[config.mk]
export PLATFORM = sky130hd
export DESIGN_NAME = mem_stage_lsu
export DESIGN_NICKNAME = d
export VERILOG_FILES = /design/src/rtl/mem_stage_lsu.sv
export SDC_FILE = /design/constraint.sdc
export NUM_CORES = 1
export LEC_CHECK = 0
export CORE_MARGIN = 4
export CORE_UTILIZATION = 35
export DETAILED_ROUTE_END_ITERATION = 6
export PLACE_DENSITY = 0.71
export SLEW_MARGIN = 10
export SYNTH_ARGS = -nofsm -noshare
export SYNTH_HDL_FRONTEND = slang
export SYNTH_SLANG_ARGS = --single-unit
[constraint.sdc]
create_clock -name clk -period 3.2 [get_ports clk]
set_input_delay 0.64 -clock clk [delete_from_list [all_inputs] [get_ports clk]]
set_output_delay 0.64 -clock clk [all_outputs]
set_load 0.05 [all_outputs]
[src/rtl/mem_stage_lsu.sv]
// mem_stage_lsu: memory-stage load/store unit driving a req/ready data bus and stalling the pipe.
// Optional misaligned-access trap enabled by defining LSU_MISALIGN_TRAP_EN.
module mem_stage_lsu #(
  parameter int XLEN = 32
) (
  input  logic            clk,
  input  logic            reset,
  input  logic [XLEN-1:0] ALUResultM,
  input  logic [XLEN-1:0] WriteDataM,
  input  logic            MemWriteM,
  input  logic [1:0]      ResultSrcM,
  input  logic [2:0]      Funct3M,
  output logic [XLEN-1:0] ReadDataM,
  output logic            StallM,
  output logic            MisalignM,
  output logic            mem_req,
  output logic            mem_we,
  output logic [XLEN-1:0] mem_addr,
  output logic [XLEN-1:0] mem_wdata,
  output logic [3:0]      mem_be,
  input  logic            mem_ready,
  input  logic [XLEN-1:0] mem_rdata
);
  typedef enum logic [1:0] {IDLE, BUSY, DONE} state_t;
  state_t r_state;
  logic r_byte, r_half, r_uns;
  logic [1:0] r_lane;
  logic w_access, w_byte, w_half, w_trap, w_start;
  logic [3:0] w_be;
  logic [XLEN-1:0] w_wdata, w_ext;
  logic [4:0] w_sh;
  logic [15:0] w_rsh;
  assign w_access = MemWriteM | (ResultSrcM == 2'b01);
  // Undefined funct3 codes fall back to word; 100/101 are only meaningful for loads.
  assign w_byte = (Funct3M == 3'b000) | (~MemWriteM & (Funct3M == 3'b100));
  assign w_half = (Funct3M == 3'b001) | (~MemWriteM & (Funct3M == 3'b101));
`ifdef LSU_MISALIGN_TRAP_EN
  assign w_trap = (w_half & ALUResultM[0]) | (~w_byte & ~w_half & (|ALUResultM[1:0]));
`else
  assign w_trap = 1'b0;
`endif
  assign w_start = (r_state == IDLE) & w_access;
  assign StallM = ~reset & ((w_start & ~w_trap) | (r_state == BUSY));
  assign w_be = w_byte ? 4'(4'b0001 << ALUResultM[1:0]) : w_half ? (ALUResultM[1] ? 4'b1100 : 4'b0011) : 4'b1111;
  assign w_wdata = w_byte ? {4{WriteDataM[7:0]}} : w_half ? {2{WriteDataM[15:0]}} : WriteDataM;
  assign w_sh = r_byte ? {r_lane, 3'b000} : r_half ? {r_lane[1], 4'b0000} : 5'd0;
  assign w_rsh = 16'(mem_rdata >> w_sh);
  assign w_ext = r_byte ? {{24{~r_uns & w_rsh[7]}}, w_rsh[7:0]} :
                 r_half ? {{16{~r_uns & w_rsh[15]}}, w_rsh} : mem_rdata;
  always_ff @(posedge clk or posedge reset) begin
    if (reset) begin
      r_state   <= IDLE;
      r_byte    <= 1'b0;
      r_half    <= 1'b0;
      r_uns     <= 1'b0;
      r_lane    <= 2'b00;
      mem_req   <= 1'b0;
      mem_we    <= 1'b0;
      mem_addr  <= '0;
      mem_wdata <= '0;
      mem_be    <= 4'b0000;
      ReadDataM <= '0;
      MisalignM <= 1'b0;
    end else begin
      MisalignM <= w_start & w_trap;
      if (w_start && w_trap) begin
        r_state <= DONE;
      end else if (w_start) begin
        r_state   <= BUSY;
        mem_req   <= 1'b1;
        mem_we    <= MemWriteM;
        mem_addr  <= {ALUResultM[XLEN-1:2], 2'b00};
        mem_wdata <= w_wdata;
        mem_be    <= w_be;
        r_byte    <= w_byte;
        r_half    <= w_half;
        r_uns     <= Funct3M[2];
        r_lane    <= ALUResultM[1:0];
      end else if (r_state == BUSY && mem_ready) begin
        r_state <= DONE;
        mem_req <= 1'b0;
        if (!mem_we) ReadDataM <= w_ext;
      end else if (r_state == DONE) begin
        r_state <= IDLE;
      end
    end
  end
endmodule

==> impl_metrics.toml <==
[run_status]
outcome = "completed"

[timing]
hold_viol_final = 0
slew_headroom_pct = 51.0
timing.fmax_mhz = 423
tns_ps = 0
setup_violations = 0
layout_min_cycle_time_ps = 2360
rsz0062_at_grt = "no"
skew_ps = 5.66
fin_crit_sh_pct = 73.8
worst_pin_slew_ps = 735
drv_slew = 0
setup_ws_ps = 838

[logic_synthesis]
ys_seq_area_share_pct = 54.2
synth_seq_cells = 107
synth_mux_area_share_pct = 17.3
syn_inst = 459
synthXorXnorAreaFrac_pct = 0
ys_warn_count = 0
synth_compound_area_share_pct = 12.7
synth.avg_cell_area_um2 = 10.8
yosysUniqueCellTypes = 32
synth_area_mm2 = 0.00494
synth-simple-area-share_pct = 11.7
synth_top_family_by_area = "multiplexers"
synth-adder-area-share_pct = 0

[layout]
register_area_mm2 = 0.00268
syn2layout_area_growth_pct = 51.1
layout_common_cells = "clkdlybuf4s50_1, dfrtp_1, nand2_1"
finalInstanceArea_mm2 = 0.00746
multiInputGateArea_mm2 = 0.00209
layout.nets = 759
fill_cells = 1204
diodes = 0
layout_commonest_cell = "clkdlybuf4s50_1"
final_layout_size_suffix_gt1_share_pct = 14.5

[place]
placed_cell_area_mm2 = 0.00716
place_hpwl_um = 10300
pre_cts_ws_ps = 830
gp_congestion = 0.845
port_buffers = 205

[grt]
top_usage_layer = "met2"
grt_pass1_vias = 4331
grt_start_max_net_pins = 103
use_met2_pct = 28.3
grt_use_met1_pct = 21.0
grt_pass1_wl_um = 22200
gr-total-overflow = 0
antenna_found_initial = 0
grt_use_total_pct = 17.2
met3_usage_pct = 6.15

[floorplan]
initial_utilization_pct = 35.7
rows = 43
num_io_pins = 209
dieArea_mm2 = 0.0161
core_area_mm2 = 0.0138
die_y_um = 127
die_w_um = 127

[run]
maxCapViolCount = 0

[worst_setup_path]
r2r-start = "r_lane[1]"
cp_max_fo = 2
cp.arrival_ps = 1720
critPathLaunchType = "primary input"
crit_type = "primary input to primary output"
critPathLaunch = "ResultSrcM[0]"
crit_required_ps = 2560
cp-end-kind = "primary output"

[route]
drtIter0Drc = 181
viasPerCell = 4.92
drc = 0
wirelength_um = 13900
post_drt_wl_per_cell_um = 16.6
via_count = 4112
drt_first_pass_iters = 4
drtAntennaViolNets = 0

[clocking]
cts.sinks = 107
cts_htree_levels = 3
cts-root-buf = "clkbuf_16"
post_cts_buffers = 0
clk_latency_ps = 340
path_clk_slew_ps = 60
cts_hold_repair.buffers = 0
cts_buffer_depth = 2
cts_buffers = 9
cts_resized = 0
cts_tree = "built"

[hold_path]
hold_path_startpoint = "ReadDataM[0]"
hold_path_class = "register to register"

[pwr]
p_leak_nw = 3.14
power_density_mw_per_mm2 = 1210
irDropWorstVdd_mv = 0.854
[flip-flops by register name, summed over array words and instances, names as in the netlist]
name       cells
mem_addr      30
mem_be         4
r_state        2
mem_wdata     32
ReadDataM     32
r_uns          1
r_half         1
r_byte         1
mem_req        1
mem_we         1
r_lane         2
[report_power, final]
part	leakage (nW)	total [W]	internal [W]	switching (W)
Combinational	1.74	0.00536	0.00193	0.00343
Sequential	1.26	0.00251	0.00204	0.000476
Clock	0.150	0.00117	0.000693	0.000475
[area by class of cell]
type | instances | share of cell area (%)
multi-input cells | 317 | 28.0
clock inverters | 3 | 0.872
inverters | 4 | 0.252
clock buffers | 10 | 3.20
flip-flops and latches | 107 | 35.9
repair buffers | 215 | 28.8
well taps | 180 | 3.02
[layer usage]
layer / vias to the layer above / share of wire (%)
met2: 164 / 49
met1: 1976 / 41
li1: 1955 / -
met5: - / 0
met3: 17 / 9.2
met4: 0 / 1.5
[stage by stage]
step | power (W) | hold WS [ps] | instances | util [%]
3_5_place_dp | 0.00795 | 466 | 823 | 51.8
6_report | 0.00904 | 474 | 836 | 54.0
5_1_grt | 0.00951 | 513 | 836 | 54.0
2_1_floorplan | 0.00611 | 519 | 461 | -
4_1_cts | 0.00915 | 484 | 836 | 54.0
3_3_place_gp | 0.00786 | 461 | 823 | 51.8
[cells in the mapped netlist (all sizes together)]
library cell,number,share of area (%)
dfrtp,107,54
nor3,1,0.33
nor4b,1,0.30
nand3b,1,0.41
a211oi,1,0.15
buf,26,3.2
a21o,11,1.7
mux2i,27,5.5
conb,1,0.076
o21a,1,0.15
nor2,35,2.8
or2b,1,0.15
a31oi,6,0.89
or2,1,0.18
clkbuf,7,0.53
a222oi,1,0.20
inv,4,0.30
nand2b,1,0.13
o221ai,5,0.89
mux4,1,0.46
and2,2,0.25
o21ai,49,5.0
a21oi,30,3.8
mux2,50,11
nand2,81,6.2
nor2b,8,1.0
[kinds of logic (layout without fill, tap and decap cells)]
family,count (synthesis),count (layout)
and+or+nand+nor,132,132
DFF,107,107
other,1,3
muxes,78,78
AOI/OAI and AO/OA,104,104
buffers and inverters,37,232
[final timing paths]
check	to	slack, ps	cells past startpoint
max	StallM	840	5
min	ReadDataM[0]	470	2
max reg2reg	ReadDataM[11]	1130	4
min reg2reg	ReadDataM[0]	470	2
max in group asynchronous	mem_wdata[8]	1660	3
min in group asynchronous	mem_req	760	2
[worst max-delay path, stage by stage]
cell and delay (ps):
clkdlybuf4s50_1 450, nor2b_1 210, o21ai_4 90, a21oi_1 130, buf_4 210
(Power assumes the default switching activity.)
